**src/rtl/tlb_pipe.sv**
```systemverilog
// Dual-search-port TLB with a registered lookup pipeline, a combinational read port,
// a wired-aware random replacement counter and a one-entry-per-cycle ASID invalidate sweep.

module tlb_lookup #(
    parameter int TLBNUM = 16,
    parameter int IW     = 4
) (
    input  logic                     clk,
    input  logic                     reset,
    input  logic                     req_i,
    input  logic [18:0]              vpn2_i,
    input  logic                     odd_i,
    input  logic [7:0]               asid_i,
    input  logic [TLBNUM-1:0]        e_tab_i,
    input  logic [TLBNUM-1:0]        g_tab_i,
    input  logic [TLBNUM-1:0][18:0]  vpn2_tab_i,
    input  logic [TLBNUM-1:0][7:0]   asid_tab_i,
    input  logic [TLBNUM-1:0][19:0]  pfn0_tab_i,
    input  logic [TLBNUM-1:0][19:0]  pfn1_tab_i,
    input  logic [TLBNUM-1:0][2:0]   c0_tab_i,
    input  logic [TLBNUM-1:0][2:0]   c1_tab_i,
    input  logic [TLBNUM-1:0]        d0_tab_i,
    input  logic [TLBNUM-1:0]        d1_tab_i,
    input  logic [TLBNUM-1:0]        v0_tab_i,
    input  logic [TLBNUM-1:0]        v1_tab_i,
    output logic                     rvalid_o,
    output logic                     found_o,
    output logic                     multi_o,
    output logic [IW-1:0]            index_o,
    output logic [19:0]              pfn_o,
    output logic [2:0]               c_o,
    output logic                     d_o,
    output logic                     v_o
);
    logic [TLBNUM-1:0] hit;
    logic [IW-1:0]     hit_idx;
    logic              rvalid_q, found_q, multi_q, d_q, v_q;
    logic [IW-1:0]     index_q;
    logic [19:0]       pfn_q;
    logic [2:0]        c_q;

    always_comb begin
        hit = '0;
        for (int i = 0; i < TLBNUM; i++)
            hit[i] = e_tab_i[i] && (vpn2_tab_i[i] == vpn2_i) && (g_tab_i[i] || asid_tab_i[i] == asid_i);
    end

    // Scan downward so the lowest matching index wins.
    always_comb begin
        hit_idx = '0;
        for (int i = TLBNUM - 1; i >= 0; i--)
            if (hit[i]) hit_idx = IW'(i);
    end

    always_ff @(posedge clk or posedge reset) begin
        if (reset) begin
            rvalid_q <= 1'b0;
            found_q  <= 1'b0;
            multi_q  <= 1'b0;
            index_q  <= '0;
            pfn_q    <= '0;
            c_q      <= '0;
            d_q      <= 1'b0;
            v_q      <= 1'b0;
        end else begin
            rvalid_q <= req_i;
            if (req_i) begin
                found_q <= |hit;
                multi_q <= |(hit & (hit - TLBNUM'(1)));
                if (|hit) begin
                    index_q <= hit_idx;
                    pfn_q   <= odd_i ? pfn1_tab_i[hit_idx] : pfn0_tab_i[hit_idx];
                    c_q     <= odd_i ? c1_tab_i[hit_idx]   : c0_tab_i[hit_idx];
                    d_q     <= odd_i ? d1_tab_i[hit_idx]   : d0_tab_i[hit_idx];
                    v_q     <= odd_i ? v1_tab_i[hit_idx]   : v0_tab_i[hit_idx];
                end else begin
                    index_q <= '0;
                    pfn_q   <= '0;
                    c_q     <= '0;
                    d_q     <= 1'b0;
                    v_q     <= 1'b0;
                end
            end
        end
    end

    assign rvalid_o = rvalid_q;
    assign found_o  = found_q;
    assign multi_o  = multi_q;
    assign index_o  = index_q;
    assign pfn_o    = pfn_q;
    assign c_o      = c_q;
    assign d_o      = d_q;
    assign v_o      = v_q;
endmodule

module tlb_pipe #(
    parameter int TLBNUM = 16,
    localparam int IW    = $clog2(TLBNUM)
) (
    input  logic          clk,
    input  logic          reset,
    input  logic          s0_req,
    input  logic [18:0]   s0_vpn2,
    input  logic          s0_odd_page,
    input  logic [7:0]    s0_asid,
    output logic          s0_rvalid,
    output logic          s0_found,
    output logic          s0_multi,
    output logic [IW-1:0] s0_index,
    output logic [19:0]   s0_pfn,
    output logic [2:0]    s0_c,
    output logic          s0_d,
    output logic          s0_v,
    input  logic          s1_req,
    input  logic [18:0]   s1_vpn2,
    input  logic          s1_odd_page,
    input  logic [7:0]    s1_asid,
    output logic          s1_rvalid,
    output logic          s1_found,
    output logic          s1_multi,
    output logic [IW-1:0] s1_index,
    output logic [19:0]   s1_pfn,
    output logic [2:0]    s1_c,
    output logic          s1_d,
    output logic          s1_v,
    input  logic          we,
    input  logic          w_random,
    input  logic [IW-1:0] w_index,
    input  logic [18:0]   w_vpn2,
    input  logic [7:0]    w_asid,
    input  logic          w_g,
    input  logic [19:0]   w_pfn0,
    input  logic [19:0]   w_pfn1,
    input  logic [2:0]    w_c0,
    input  logic [2:0]    w_c1,
    input  logic          w_d0,
    input  logic          w_d1,
    input  logic          w_v0,
    input  logic          w_v1,
    input  logic [IW-1:0] r_index,
    output logic          r_e,
    output logic [18:0]   r_vpn2,
    output logic [7:0]    r_asid,
    output logic          r_g,
    output logic [19:0]   r_pfn0,
    output logic [19:0]   r_pfn1,
    output logic [2:0]    r_c0,
    output logic [2:0]    r_c1,
    output logic          r_d0,
    output logic          r_d1,
    output logic          r_v0,
    output logic          r_v1,
    input  logic [IW-1:0] wired,
    output logic [IW-1:0] rand_index,
    input  logic          inv_req,
    input  logic          inv_all,
    input  logic [7:0]    inv_asid,
    output logic          inv_busy,
    output logic          inv_done
);
    localparam logic [IW-1:0] LAST = IW'(TLBNUM - 1);

    typedef enum logic [1:0] {IDLE, SWEEP, DONE} inv_state_e;

    logic [TLBNUM-1:0]       e_q, e_d, g_q, d0_q, d1_q, v0_q, v1_q;
    logic [TLBNUM-1:0][18:0] vpn2_q;
    logic [TLBNUM-1:0][7:0]  asid_q;
    logic [TLBNUM-1:0][19:0] pfn0_q, pfn1_q;
    logic [TLBNUM-1:0][2:0]  c0_q, c1_q;
    logic [IW-1:0]           rand_q, rand_d, ptr_q, ptr_d, w_tgt;
    inv_state_e              state_q, state_d;
    logic                    inv_all_q, inv_all_d, sweep_clr;
    logic [7:0]              inv_asid_q, inv_asid_d;

    assign w_tgt = w_random ? rand_q : w_index;

    always_ff @(posedge clk) begin
        if (we) begin
            vpn2_q[w_tgt] <= w_vpn2;
            asid_q[w_tgt] <= w_asid;
            g_q[w_tgt]    <= w_g;
            pfn0_q[w_tgt] <= w_pfn0;
            pfn1_q[w_tgt] <= w_pfn1;
            c0_q[w_tgt]   <= w_c0;
            c1_q[w_tgt]   <= w_c1;
            d0_q[w_tgt]   <= w_d0;
            d1_q[w_tgt]   <= w_d1;
            v0_q[w_tgt]   <= w_v0;
            v1_q[w_tgt]   <= w_v1;
        end
    end

    // Write is applied after the sweep clear so a same-entry write leaves E set.
    always_comb begin
        e_d = e_q;
        if (sweep_clr) e_d[ptr_q] = 1'b0;
        if (we)        e_d[w_tgt] = 1'b1;
    end

    always_comb begin
        if (wired >= LAST || rand_q <= wired) rand_d = LAST;
        else                                  rand_d = rand_q - IW'(1);
    end

    always_comb begin
        state_d    = state_q;
        ptr_d      = ptr_q;
        inv_all_d  = inv_all_q;
        inv_asid_d = inv_asid_q;
        sweep_clr  = 1'b0;
        case (state_q)
            IDLE: if (inv_req) begin
                inv_all_d  = inv_all;
                inv_asid_d = inv_asid;
                ptr_d      = '0;
                state_d    = SWEEP;
            end
            SWEEP: begin
                sweep_clr = e_q[ptr_q] &&
                            (inv_all_q || (asid_q[ptr_q] == inv_asid_q && !g_q[ptr_q]));
                ptr_d     = ptr_q + IW'(1);
                if (ptr_q == LAST) state_d = DONE;
            end
            DONE:    state_d = IDLE;
            default: state_d = IDLE;
        endcase
    end

    always_ff @(posedge clk or posedge reset) begin
        if (reset) begin
            e_q        <= '0;
            rand_q     <= LAST;
            state_q    <= IDLE;
            ptr_q      <= '0;
            inv_all_q  <= 1'b0;
            inv_asid_q <= '0;
        end else begin
            e_q        <= e_d;
            rand_q     <= rand_d;
            state_q    <= state_d;
            ptr_q      <= ptr_d;
            inv_all_q  <= inv_all_d;
            inv_asid_q <= inv_asid_d;
        end
    end

    assign rand_index = rand_q;
    assign inv_busy   = (state_q == SWEEP);
    assign inv_done   = (state_q == DONE);

    assign r_e    = e_q[r_index];
    assign r_vpn2 = vpn2_q[r_index];
    assign r_asid = asid_q[r_index];
    assign r_g    = g_q[r_index];
    assign r_pfn0 = pfn0_q[r_index];
    assign r_pfn1 = pfn1_q[r_index];
    assign r_c0   = c0_q[r_index];
    assign r_c1   = c1_q[r_index];
    assign r_d0   = d0_q[r_index];
    assign r_d1   = d1_q[r_index];
    assign r_v0   = v0_q[r_index];
    assign r_v1   = v1_q[r_index];

    logic [1:0]          s_req, s_odd, s_rvalid, s_found, s_multi, s_d, s_v;
    logic [1:0][18:0]    s_vpn2;
    logic [1:0][7:0]     s_asid;
    logic [1:0][IW-1:0]  s_index;
    logic [1:0][19:0]    s_pfn;
    logic [1:0][2:0]     s_c;

    assign s_req  = {s1_req, s0_req};
    assign s_odd  = {s1_odd_page, s0_odd_page};
    assign s_vpn2 = {s1_vpn2, s0_vpn2};
    assign s_asid = {s1_asid, s0_asid};

    for (genvar p = 0; p < 2; p++) begin : g_port
        tlb_lookup #(.TLBNUM(TLBNUM), .IW(IW)) u_lookup (
            .clk        (clk),
            .reset      (reset),
            .req_i      (s_req[p]),
            .vpn2_i     (s_vpn2[p]),
            .odd_i      (s_odd[p]),
            .asid_i     (s_asid[p]),
            .e_tab_i    (e_q),
            .g_tab_i    (g_q),
            .vpn2_tab_i (vpn2_q),
            .asid_tab_i (asid_q),
            .pfn0_tab_i (pfn0_q),
            .pfn1_tab_i (pfn1_q),
            .c0_tab_i   (c0_q),
            .c1_tab_i   (c1_q),
            .d0_tab_i   (d0_q),
            .d1_tab_i   (d1_q),
            .v0_tab_i   (v0_q),
            .v1_tab_i   (v1_q),
            .rvalid_o   (s_rvalid[p]),
            .found_o    (s_found[p]),
            .multi_o    (s_multi[p]),
            .index_o    (s_index[p]),
            .pfn_o      (s_pfn[p]),
            .c_o        (s_c[p]),
            .d_o        (s_d[p]),
            .v_o        (s_v[p])
        );
    end

    assign {s1_rvalid, s0_rvalid} = s_rvalid;
    assign {s1_found,  s0_found}  = s_found;
    assign {s1_multi,  s0_multi}  = s_multi;
    assign {s1_d,      s0_d}      = s_d;
    assign {s1_v,      s0_v}      = s_v;
    assign s0_index = s_index[0];
    assign s1_index = s_index[1];
    assign s0_pfn   = s_pfn[0];
    assign s1_pfn   = s_pfn[1];
    assign s0_c     = s_c[0];
    assign s1_c     = s_c[1];
endmodule

```
**config.mk**
```make
export PLATFORM = sky130hd
export DESIGN_NAME = tlb_pipe
export DESIGN_NICKNAME = d
export VERILOG_FILES = /design/src/rtl/tlb_pipe.sv
export SDC_FILE = /design/constraint.sdc
export NUM_CORES = 2
export LEC_CHECK = 0
export CAP_MARGIN = 20
export CORE_MARGIN = 3
export CORE_UTILIZATION = 45
export CTS_BUF_LIST = sky130_fd_sc_hd__clkbuf_16
export CTS_CLUSTER_SIZE = 16
export DETAILED_ROUTE_END_ITERATION = 10
export DONT_BUFFER_PORTS = 1
export GPL_ROUTABILITY_DRIVEN = 0
export PLACE_DENSITY_LB_ADDON = 0.05
export SYNTH_ARGS = -nofsm -noshare
export SYNTH_HDL_FRONTEND = slang
export SYNTH_SLANG_ARGS = --single-unit
```
**constraint.sdc**
```tcl
create_clock -name clk -period 5.29 [get_ports clk]
set_input_delay 0.529 -clock clk [delete_from_list [all_inputs] [get_ports clk]]
set_output_delay 0.529 -clock clk [all_outputs]
set_load 0.05 [all_outputs]
```
==> run summary <==
The run finished, with violations left. The checks that failed: negative setup slack. The count of unresolved DRC violations after routing is 0.

The fraction of power consumed by combinational cells is 0.134. The synthesized instance count is between 5k and 6k. The sequential cell area fraction in the yosys report came out at 0.504. The largest net degree at the start of global routing is between 300 and 400. The utilization after layout is 0.513. The maximum level of the CTS H-tree came out at 4.

The reported max-cap violation count came out at 0. The type of the setup path with the least slack is reg -> reg. The arrival time of data at the critical path endpoint came out at approximately 6 ns.

The net count of the finished layout came out at 5929. The most instantiated flip-flop cell in the synthesis netlist is edfxtp_1. The number of I/O pins is 311. The total global routing overflow is 0. The internal portion of total power is between 20 and 25 mW. The pre-antenna-repair detailed-routing pass consisted of 6 iterations. The number of clock sinks seen by CTS came out at 1347. The number of core rows came out at about 150. From bottom edge to top edge, the die measures between 400 and 500 um. The die area is around 180000 um2.

The vias after detailed routing came out at 58.2k. The placement-stage worst setup slack is -0.211 ns. After synthesis, the share of flip-flops with an asynchronous set or reset is 0.0735.

The sequential cell fraction of total power is 0.468. The synthesized flop and latch total came out at between 1k and 1.5k. Ranked by total cell area, the synthesized netlist is headed by edfxtp_1 47%, mux4_2 13%, xor2_1 7.1%, mux2i_1 6.0%, mux2_2 3.8%. By count the netlist is led by 1248 x edfxtp_1, 641 x xor2_1, 478 x mux2i_1.

The maximum VDD drop is approximately 0.00034 V. The all-layer global routing usage is 0.363. The yosys synthesis warning count came out at 0. The layer with the highest usage after global routing is met2. The number of antenna violations at the first check in global routing came to 30. The worst slew margin relative to its limit is 0.135. The number of nets handed over by synthesis was 5830. The final-report max-slew violation count came out at 0.

For the worst setup path, the data required time is slightly below 6 ns. For the pin with the worst max-slew slack, the measured transition is between 1 and 1.5 ns. The half-perimeter wire length after placement came out at between 200 and 250 mm. The net switching power is ~7.5 mW.

The number of port buffers is 0. The clock power share is 0.398. The number of synthesized flops with an enable pin is around 1.2k. The period utilization is 1.02.

TritonCTS built the clock tree. Setup repair after global routing left no endpoint under its margin. The total clock buffers created by CTS came out at about 160. The final number of setup-violating endpoints came out at 2. The horizontal die dimension came out at approximately 430 um.

The met1 track utilization from global routing came out at 0.496. The floorplan core area is roughly 170000 um2. The leakage power came out at around 30 nW. The critical-path maximum fanout is 30.

The path class of the tightest hold or removal check is in -> reg. Clock latency on the worst-skew pair, taken at its later pin, is around 0.8 ns. The fraction of power spent switching nets came out at 0.273. In the post-synthesis netlist, the cell with the most instances is edfxtp_1. Dividing the detail-routed wire length by the instance count gives between 40 and 50 um. The number of distinct library cells after synthesis came out at 83. The power consumption came out at 27.6 mW.

The effective utilization at floorplan is 0.454. The top cell type's share of synthesized area is 0.473. The global-route met2 utilization came out at 0.509. For met3 alone, demand over resource in global routing was 0.146. The via count of the first global-routing pass is 56.3k. The minimum clock period after layout came out at about 5.4 ns. The areal power density over the cells is approximately 310 nW/um2. STA classifies the critical path endpoint as a register. The total wirelength of the detailed-routed design came out at ~330 mm. Of all cell types, the one taking the most synthesized area is edfxtp_1. The clock passes through at most 3 buffers. The number of buffers inserted by post-CTS setup repair came out at 0. The post-synthesis average cell area is 14.0 um2.

The number of antenna-violating nets in the routed design is 0. In this run the cell area of the synthesized design comes to roughly 80000 um2. The maximum clock rate came out at between 150 and 200 MHz. The number of violations reported at the end of detailed-routing iteration 0 is ~8.3k. From synthesis to final layout, the design area changed by 12.9%.

The area of placed instances is 83200 um2. The share of post-route cells with drive strength above 1 is 0.221. The worst clock skew came out at ~0.037 ns.

The first-pass GRT wire length came out at between 400 and 500 mm. The category of the worst setup path launch point is a register. In the routed layout, each cell is associated on average with a via count of 7.06.

The root buffer cell chosen for the clock tree is clkbuf_16. In the post-route analysis, the smallest setup slack over all paths is -0.0937 ns. Once layout is done, the placed cells without fillers occupy ~90000 um2. The post-CTS clock slew at the launch and capture registers of the worst setup and hold paths came out at approximately 0.060 ns. The number of hold violations in the final report is 0.
## metrics by stage
| stage | cells | setup TNS, ns | hold WS (ns) |
|---|---|---|---|
| final | 8238 | -0.142 | 0.0596 |
| after global routing | 8223 | 0 | 0.0246 |
| after CTS | 8213 | 0 | 0.00372 |
| after detailed placement | 7830 | -0.387 | 0.547 |
| after global placement | 7830 | -0.321 | 0.548 |
| after floorplan | 5659 | 0 | 0.481 |
## worst max-delay path: stages (launching register included)
cell	delay, ns
edfxtp_1	0.48
xor2_1	0.20
nor4_1	0.71
a21oi_1	0.48
nor4_1	0.73
nor4_2	0.13
o211ai_1	0.29
buf_12	0.26
buf_12	0.24
mux2_2	0.36
o211ai_1	0.15
o21ai_0	0.11
a221oi_1	0.87
o21ai_1	0.16
## cell families after synthesis
logic type      share of synthesized area
flops                               0.504
mux                                 0.226
simple gates                       0.0692
xor+xnor                           0.0966
compound gates                     0.0711
buf+inv                            0.0307
fa+ha+maj                         0.00193
## cell type report
type                       count  area, um2
multi-input combinational   3856      37300
tap                         2325       2910
fill                       14692      84900
clock inverter               127       1100
sequential                  1347      40000
inverter                      28        110
antenna                       23       57.6
clock buffer                 163       4080
timing repair buffer         369       3970
## final timing paths
path / from / end / slack, ns / cells past startpoint
worst max-delay path: asid_q[14]$_DFFE_PP_ / g_port[0].u_lookup.pfn_o[9]$_DFFE_PP0P_ / -0.09 / 13
worst min-delay path: s0_req / g_port[0].u_lookup.found_o$_DFFE_PP0P_ / 0.06 / 3
worst max register to register: asid_q[14]$_DFFE_PP_ / g_port[0].u_lookup.pfn_o[9]$_DFFE_PP0P_ / -0.09 / 13
worst min register to register: inv_all_q$_DFFE_PP0P_ / inv_all_q$_DFFE_PP0P_ / 0.55 / 1
max in group asynchronous: reset / g_port[1].u_lookup.pfn_o[9]$_DFFE_PP0P_ / 3.74 / 3
min in group asynchronous: reset / inv_asid_q[5]$_DFFE_PP0P_ / 0.37 / 2
## cell usage in the layout, fill, tap and decap left out, types with 21 or more instances in the layout
cell	netlist	final
buf_4	83	197
nor2_1	74	55
nor2_4	0	22
nand4b_1	32	32
nor4b_1	32	32
o211ai_1	57	57
mux4_2	445	445
nand4_1	105	105
clkbuf_16	0	163
mux2_2	266	266
or4_1	39	39
nor4_1	288	283
a21oi_1	93	89
a221oi_1	51	44
nand3_1	83	80
a221o_1	71	71
edfxtp_1	1248	1248
a211o_1	29	29
dfrtp_1	95	93
o21ai_1	73	74
buf_12	0	77
xor2_1	641	641
a22o_1	29	29
mux2i_1	478	478
inv_1	27	59
o221ai_1	25	24
xnor2_1	233	233
nand2_1	213	212
o21ai_0	182	180
o31ai_1	31	31
a222oi_1	21	21
diode_2	0	23
o22ai_1	48	48
dlygate4sd3_1	0	93
a22oi_1	27	27
clkinv_1	1	34
## sequential cells by signal, summed over array words and instances, names as in the netlist, 4 cells and up
name,cells
g_q,16
pfn1_q,320
g_port.u_lookup.pfn_o,40
c0_q,48
pfn0_q,320
e_q,16
g_port.u_lookup.index_o,8
inv_asid_q,8
vpn2_q,304
d1_q,16
d0_q,16
ptr_q,4
g_port.u_lookup.c_o,6
rand_index,4
c1_q,48
v0_q,16
asid_q,128
v1_q,16
## power by group through the flow
stage / Sequential [mW] / Combinational, mW / Clock (mW)
2_1_floorplan: 12.8 / 2.74 / 0
3_3_place_gp: 13.1 / 3.43 / 0
3_5_place_dp: 13.1 / 3.43 / 0
4_1_cts: 12.9 / 3.64 / 11.1
5_1_grt: 12.9 / 3.87 / 11.5
6_report: 12.9 / 3.70 / 11.0
## routing by layer
metal,vias up,wire (um)
met2,4430,138000
met5,-,212
met1,29783,130000
li1,23044,-
met3,893,48500
met4,16,17000
## what timing repair did
| item | CTS | global route |
|---|---|---|
| gates resized for setup | 4 | 13 |
| hold endpoints to repair | 1320 | 0 |
| setup endpoints to repair | 4 | 14 |
| hold buffers | 93 | 0 |
Note: power is estimated with default switching activity, not from simulation.
